$ cat src/rtl/div_clk_monitor_if.sv
// div_clk_monitor_if: divided-clock input and measurement bundle
// for the divider output monitor.
interface div_clk_monitor_if #(
   parameter int CNT_W = 16
);
   logic             div_in;
   logic [CNT_W-1:0] period;
   logic [CNT_W-1:0] high_time;
   logic             meas_valid;
   logic             period_err;
   logic             locked;
   logic             stall;

   modport master (
      input  div_in,
      output period,
      output high_time,
      output meas_valid,
      output period_err,
      output locked,
      output stall
   );

   modport slave (
      output div_in,
      input  period,
      input  high_time,
      input  meas_valid,
      input  period_err,
      input  locked,
      input  stall
   );
endinterface

$ cat src/rtl/div_clk_monitor.sv
// div_clk_monitor: measures period/high time of the divided clock,
// flags out-of-tolerance periods, tracks lock and detects stalls.
module div_clk_monitor #(
   parameter int EXP_DIV = 6,
   parameter int TOL     = 0,
   parameter int LOCK_N  = 4,
   parameter int TIMEOUT = 4 * EXP_DIV,
   parameter int CNT_W   = 16
) (
   input  logic clk,
   input  logic reset,
   div_clk_monitor_if.master bus
);

   localparam int XW = CNT_W + 1;
   localparam int GW = $clog2(LOCK_N + 1);
   localparam logic [XW-1:0]    EXP_X  = XW'(EXP_DIV);
   localparam logic [XW-1:0]    TOL_X  = XW'(TOL);
   localparam logic [CNT_W-1:0] TO_C   = CNT_W'(TIMEOUT);
   localparam logic [GW-1:0]    LOCK_G = GW'(LOCK_N);

   typedef enum logic [1:0] {
      S_IDLE,
      S_ARMED,
      S_RUN
   } state_t;

   state_t r_state;
   state_t w_state_nxt;

   logic             r_div_q;
   logic [CNT_W-1:0] r_cnt;
   logic [CNT_W-1:0] r_hi_hold;
   logic [CNT_W-1:0] r_period;
   logic [CNT_W-1:0] r_high;
   logic [GW-1:0]    r_good;
   logic             r_mv;
   logic             r_perr;
   logic             r_locked;
   logic             r_stall;

   logic             w_rise;
   logic             w_fall;
   logic             w_active;
   logic             w_timeout;
   logic             w_meas;
   logic             w_stall_ev;
   logic [XW-1:0]    w_cnt_x;
   logic [XW-1:0]    w_diff;
   logic             w_bad;
   logic [GW-1:0]    w_good_inc;

   assign w_rise    = bus.div_in & ~r_div_q;
   assign w_fall    = ~bus.div_in & r_div_q;
   assign w_active  = (r_state != S_IDLE);
   assign w_timeout = (r_cnt >= TO_C);

   // Widened so the distance from EXP_DIV never wraps
   assign w_cnt_x = {1'b0, r_cnt};
   assign w_diff  = (w_cnt_x >= EXP_X) ? (w_cnt_x - EXP_X)
                                       : (EXP_X - w_cnt_x);
   assign w_bad   = (w_diff > TOL_X);

   assign w_good_inc = (r_good == LOCK_G) ? r_good
                                          : r_good + GW'(1);

   always_ff @(posedge clk) begin
      if (reset) begin
         r_state <= S_IDLE;
      end else begin
         r_state <= w_state_nxt;
      end
   end

   // A rise coinciding with timeout wins: it is a measurement
   always_comb begin
      w_state_nxt = r_state;
      w_meas      = 1'b0;
      w_stall_ev  = 1'b0;
      unique case (r_state)
         S_IDLE: begin
            if (w_rise) begin
               w_state_nxt = S_ARMED;
            end
         end
         S_ARMED, S_RUN: begin
            if (w_rise) begin
               w_state_nxt = S_RUN;
               w_meas      = 1'b1;
            end else if (w_timeout) begin
               w_state_nxt = S_IDLE;
               w_stall_ev  = 1'b1;
            end
         end
         default: begin
            w_state_nxt = S_IDLE;
         end
      endcase
   end

   always_ff @(posedge clk) begin
      if (reset) begin
         r_div_q   <= 1'b0;
         r_cnt     <= '0;
         r_hi_hold <= '0;
         r_period  <= '0;
         r_high    <= '0;
         r_good    <= '0;
         r_mv      <= 1'b0;
         r_perr    <= 1'b0;
         r_locked  <= 1'b0;
         r_stall   <= 1'b0;
      end else begin
         r_div_q <= bus.div_in;
         r_mv    <= w_meas;

         if (w_rise) begin
            r_cnt <= CNT_W'(1);
         end else if (w_stall_ev) begin
            r_cnt <= '0;
         end else if (w_active && (r_cnt != '1)) begin
            r_cnt <= r_cnt + CNT_W'(1);
         end

         // Cleared on rise so a period without a fall reports 0
         if (w_rise) begin
            r_hi_hold <= '0;
         end else if (w_fall && w_active) begin
            r_hi_hold <= r_cnt;
         end

         if (w_meas) begin
            r_period <= r_cnt;
            r_high   <= r_hi_hold;
            r_perr   <= w_bad;
            if (w_bad) begin
               r_good   <= '0;
               r_locked <= 1'b0;
            end else begin
               r_good   <= w_good_inc;
               r_locked <= (w_good_inc == LOCK_G);
            end
         end

         if (w_stall_ev) begin
            r_stall  <= 1'b1;
            r_good   <= '0;
            r_locked <= 1'b0;
         end else if (w_rise) begin
            r_stall <= 1'b0;
         end
      end
   end

   assign bus.period     = r_period;
   assign bus.high_time  = r_high;
   assign bus.meas_valid = r_mv;
   assign bus.period_err = r_perr;
   assign bus.locked     = r_locked;
   assign bus.stall      = r_stall;

endmodule

$ cat src/flat_wrapper.sv
// flat-port wrapper written by rule: the top's interface ports become plain ports
module div_clk_monitor_flat 
#(
   parameter int EXP_DIV = 6,
   parameter int TOL     = 0,
   parameter int LOCK_N  = 4,
   parameter int TIMEOUT = 4 * EXP_DIV,
   parameter int CNT_W   = 16
)
  (clk, reset, bus_div_in, bus_period, bus_high_time, bus_meas_valid, bus_period_err, bus_locked, bus_stall);
  div_clk_monitor_if #(.CNT_W(CNT_W)) bus_i ();
  input  logic clk;
  input  logic reset;
  input wire logic [$bits(bus_i.div_in)-1:0] bus_div_in;
  output wire logic [$bits(bus_i.period)-1:0] bus_period;
  output wire logic [$bits(bus_i.high_time)-1:0] bus_high_time;
  output wire logic [$bits(bus_i.meas_valid)-1:0] bus_meas_valid;
  output wire logic [$bits(bus_i.period_err)-1:0] bus_period_err;
  output wire logic [$bits(bus_i.locked)-1:0] bus_locked;
  output wire logic [$bits(bus_i.stall)-1:0] bus_stall;
  assign bus_i.div_in = bus_div_in;
  assign bus_period = bus_i.period;
  assign bus_high_time = bus_i.high_time;
  assign bus_meas_valid = bus_i.meas_valid;
  assign bus_period_err = bus_i.period_err;
  assign bus_locked = bus_i.locked;
  assign bus_stall = bus_i.stall;
  div_clk_monitor #(.EXP_DIV(EXP_DIV), .TOL(TOL), .LOCK_N(LOCK_N), .TIMEOUT(TIMEOUT), .CNT_W(CNT_W)) u_core (.clk(clk), .reset(reset), .bus(bus_i));
endmodule
$ cat config.mk
export PLATFORM = sky130hd
export DESIGN_NAME = div_clk_monitor_flat
export DESIGN_NICKNAME = d
export VERILOG_FILES = /design/src/rtl/div_clk_monitor_if.sv /design/src/rtl/div_clk_monitor.sv /design/src/flat_wrapper.sv
export SDC_FILE = /design/constraint.sdc
export NUM_CORES = 1
export LEC_CHECK = 0
export ABC_AREA = 1
export CORE_MARGIN = 3
export CORE_UTILIZATION = 40
export CTS_BUF_LIST = sky130_fd_sc_hd__clkbuf_16
export DETAILED_ROUTE_END_ITERATION = 10
export HOLD_SLACK_MARGIN = 0.12
export PLACE_DENSITY = 0.58
export SYNTH_ARGS = -nofsm -noshare
export SYNTH_HDL_FRONTEND = slang
export SYNTH_SLANG_ARGS = --single-unit
$ cat constraint.sdc
create_clock -name clk -period 2.4 [get_ports clk]
set_clock_uncertainty 0.05 [all_clocks]
set_input_delay 0.36 -clock clk [delete_from_list [all_inputs] [get_ports clk]]
set_output_delay 0.36 -clock clk [all_outputs]
set_load 0.1 [all_outputs]
==> reports/results.ini <==
[placement]
place_ws_ns=0.132
globalplace.congestion=0.946
hpwl_mm=8.06
placed_cells=740
io_buffers=38

[global_routing]
grt_pass1_wl_mm=17.8
grt_antenna_before_repair=0
grtUsageMet3=0.0372
grt_max_degree=52
grt_pass1_vias=3525
grt.busiest_layer=met2
gr-usage-met2=0.335
grt-ovfl-total=0
met1_usage=0.272
grt_usage=0.204

[detailed_routing]
ant_nets=0
vias_per_cell=5.05
routedWlPerCell_um=14.2
drt-total-wl_mm=10.8
drt-initial-drc-count=235
first_pass_iters=5
num_vias=3819
drc=0

[floorplan]
core_um2=9280
die_w_um=104
die_h_um=104
num_rows=35
ios=39
initial_core_util=0.415
die-area_um2=10900

[setup_path]
r2r_slack_ns=0.18
crit_slowest_cell=dfxtp_1
path_cells=ha_1 > nand2_1 > nand3_1 > inv_2 > nand2_1 > a21oi_1 > nand2_1 > a21boi_1 > nand3_1 > nor2_2 > nand2_1 > o211ai_1 > inv_1
max_stage_delay_ns=0.37
critPathRequiredTime_ns=2.58
endpoint=u_core.bus.period_err$_SDFFE_PP0P_
timing.rr.start=u_core.r_cnt[0]$_SDFFE_PP0P_
worstReg2RegEnd=u_core.bus.period_err$_SDFFE_PP0P_
end_kind=flop
crit_type=reg2reg
cp-start-kind=flop
worst_ep_arrival_time_ns=2.40
critPathMostFrequentCell=nand2_1
startpoint=u_core.r_cnt[0]$_SDFFE_PP0P_
path_max_fanout=6
r2r_cells=13

[logic_synthesis]
syn_nets=584
synth.cell_area_um2=3850
synth_ff_type=dfxtp_1
synthCells=572
yosys_warnings=0
syn_avg_cell_area_um2=6.74
synth_enable_flop_cells=0
yosys_register_bits=74
ys_seq_area_frac=0.384
ys_async_sr_fraction=0
ys_types=33

[layout]
antenna_cells=0
mostFrequentLayoutCell=nand2_1
stdcell_count=756
fillCellCount=945
area_growth_pct=21.4
drive_above_1_share=0.155
fin_nets=634
layout_common_cells=nand2_1 (133), nor2_1 (97), dfxtp_1 (73)

[power_and_ir_drop]
power.total_mw=3.31
leakage_nw=2.22
power_density_nw_per_um2=707
vdd_drop_max_mv=0.349

[clock_network]
cts_num_sinks=74
htree_num_levels=3
cts_tree=built
clk_pin_slew_worst_paths_ns=0.07
hold_buffers=0
cts_root_buf=clkbuf_16
insertion_delay_ns=0.34
cts_buffer_depth=2
numCtsBuffers=9

[timing]
slew_violations=0
setup_tns_ns=0
clock.fmax_ghz=0.451
hold_viol=0
setup_viol=0
slew_headroom=0.709
worst_slew_pin_slew_ns=0.436
fin_crit_sh=0.923
finalWorstSetupSlack_ns=0.184
period_needed_ns=2.22
rsz0062_at_grt=no

[status]
status=complete, no violations

[job]
cap_violations=0

[hold_path]
worst_hold_path_type=reg2reg

==> flip-flops by register name (all words and copies together) (netlist names) <==
signal and flops:
u_core.bus.period 16, u_core.bus.meas_valid 1, u_core.r_good 3, u_core.r_cnt 16, u_core.r_state 2, u_core.r_div_q 1, u_core.bus.stall 1, u_core.bus.locked 1
u_core.r_hi_hold 16, u_core.bus.high_time 16, u_core.bus.period_err 1
==> per-layer routing <==
metal / up-vias / share of wire / wire length, um
met4: 0 / 0.019 / 201
met2: 92 / 0.46 / 4950
met3: 15 / 0.043 / 467
met5: - / 0 / 0
met1: 1744 / 0.48 / 5150
li1: 1968 / - / -
==> power by group <==
part	leakage (nW)	total [mW]	internal (mW)	switching [mW]
combinational	1.47	0.575	0.119	0.456
clock	0.145	1.42	0.824	0.594
sequential	0.600	1.31	1.28	0.0321
total	2.22	3.31	2.23	1.08
==> cells by family (layout without fill, tap and decap cells) <==
logic type	after synthesis	after routing	share of synthesized area
and+or+nand+nor	294	294	0.328
xor gates and xnor gates	9	9	0.0204
DFF	74	74	0.384
adders and majority gates	9	9	0.0292
buffers and inverters	75	130	0.0795
AOI/OAI and AO/OA	111	111	0.159
==> stage by stage <==
stage | util | hold slack (ns) | instance area (um2)
detailed placement | 0.470 | 0.404 | 4370
CTS | 0.504 | 0.413 | 4680
floorplan | - | 0.379 | 3850
global route | 0.504 | 0.429 | 4680
global placement | 0.470 | 0.401 | 4370
finish | 0.504 | 0.417 | 4680
==> worst min path at each step <==
stage / start / slack (ns) / endpoint / depth (start not counted)
5_1_grt: u_core.r_state[1]$_SDFFE_PP0P_ / 0.43 / u_core.r_state[1]$_SDFFE_PP0P_ / 2
3_3_place_gp: u_core.r_state[1]$_SDFFE_PP0P_ / 0.40 / u_core.r_state[1]$_SDFFE_PP0P_ / 2
2_1_floorplan: reset / 0.38 / u_core.r_state[0]$_SDFFE_PP0P_ / 1
3_5_place_dp: u_core.r_state[1]$_SDFFE_PP0P_ / 0.40 / u_core.r_state[1]$_SDFFE_PP0P_ / 2
6_report: u_core.r_state[1]$_SDFFE_PP0P_ / 0.42 / u_core.r_state[1]$_SDFFE_PP0P_ / 2
4_1_cts: u_core.r_state[1]$_SDFFE_PP0P_ / 0.41 / u_core.r_state[1]$_SDFFE_PP0P_ / 2
==> worst max-delay path: cells and delay by family, from the launching register on <==
kind	cells	cell delay [ns]
buffers and inverters	2	0.19
AND/OR/NAND/NOR	7	0.80
AO/OA/AOI/OAI	3	0.44
flip-flops	1	0.37
adder cells (fa/ha/maj)	1	0.23
==> synthesized netlist by cell type, types with 2 or more instances <==
library cell	n	area (um2)
nand2_1	133	499
nor2_1	98	368
dfxtp_1	74	1480
inv_1	50	188
o21ai_0	49	245
a21oi_1	39	195
nand3_1	32	160
a211oi_1	17	128
clkbuf_1	14	52.6
ha_1	9	113
xor2_1	8	70.1
nor3_1	7	35.0
nand4_1	5	31.3
nor2_4	5	56.3
inv_2	4	15.0
buf_6	3	33.8
nand2_4	3	33.8
o211ai_1	3	22.5
clkinv_1	2	7.51
nor2_2	2	12.5
nor4_1	2	12.5
or2_2	2	12.5
==> layout make-up <==
cell class | count | area [um2] | area share
multi-input cells | 423 | 2070 | 0.443
flip-flops and latches | 74 | 1480 | 0.317
repair buffers | 58 | 440 | 0.0941
clock buffers | 9 | 225 | 0.0481
inverters | 56 | 214 | 0.0457
well taps | 129 | 161 | 0.0345
clock inverters | 7 | 82.6 | 0.0176
==> timing repair <==
item,in CTS,in global routing
gates resized for setup,0,4
setup endpoints to repair,0,5
setup buffers,0,0
No activity file was read; power rests on OpenSTA's default activity.
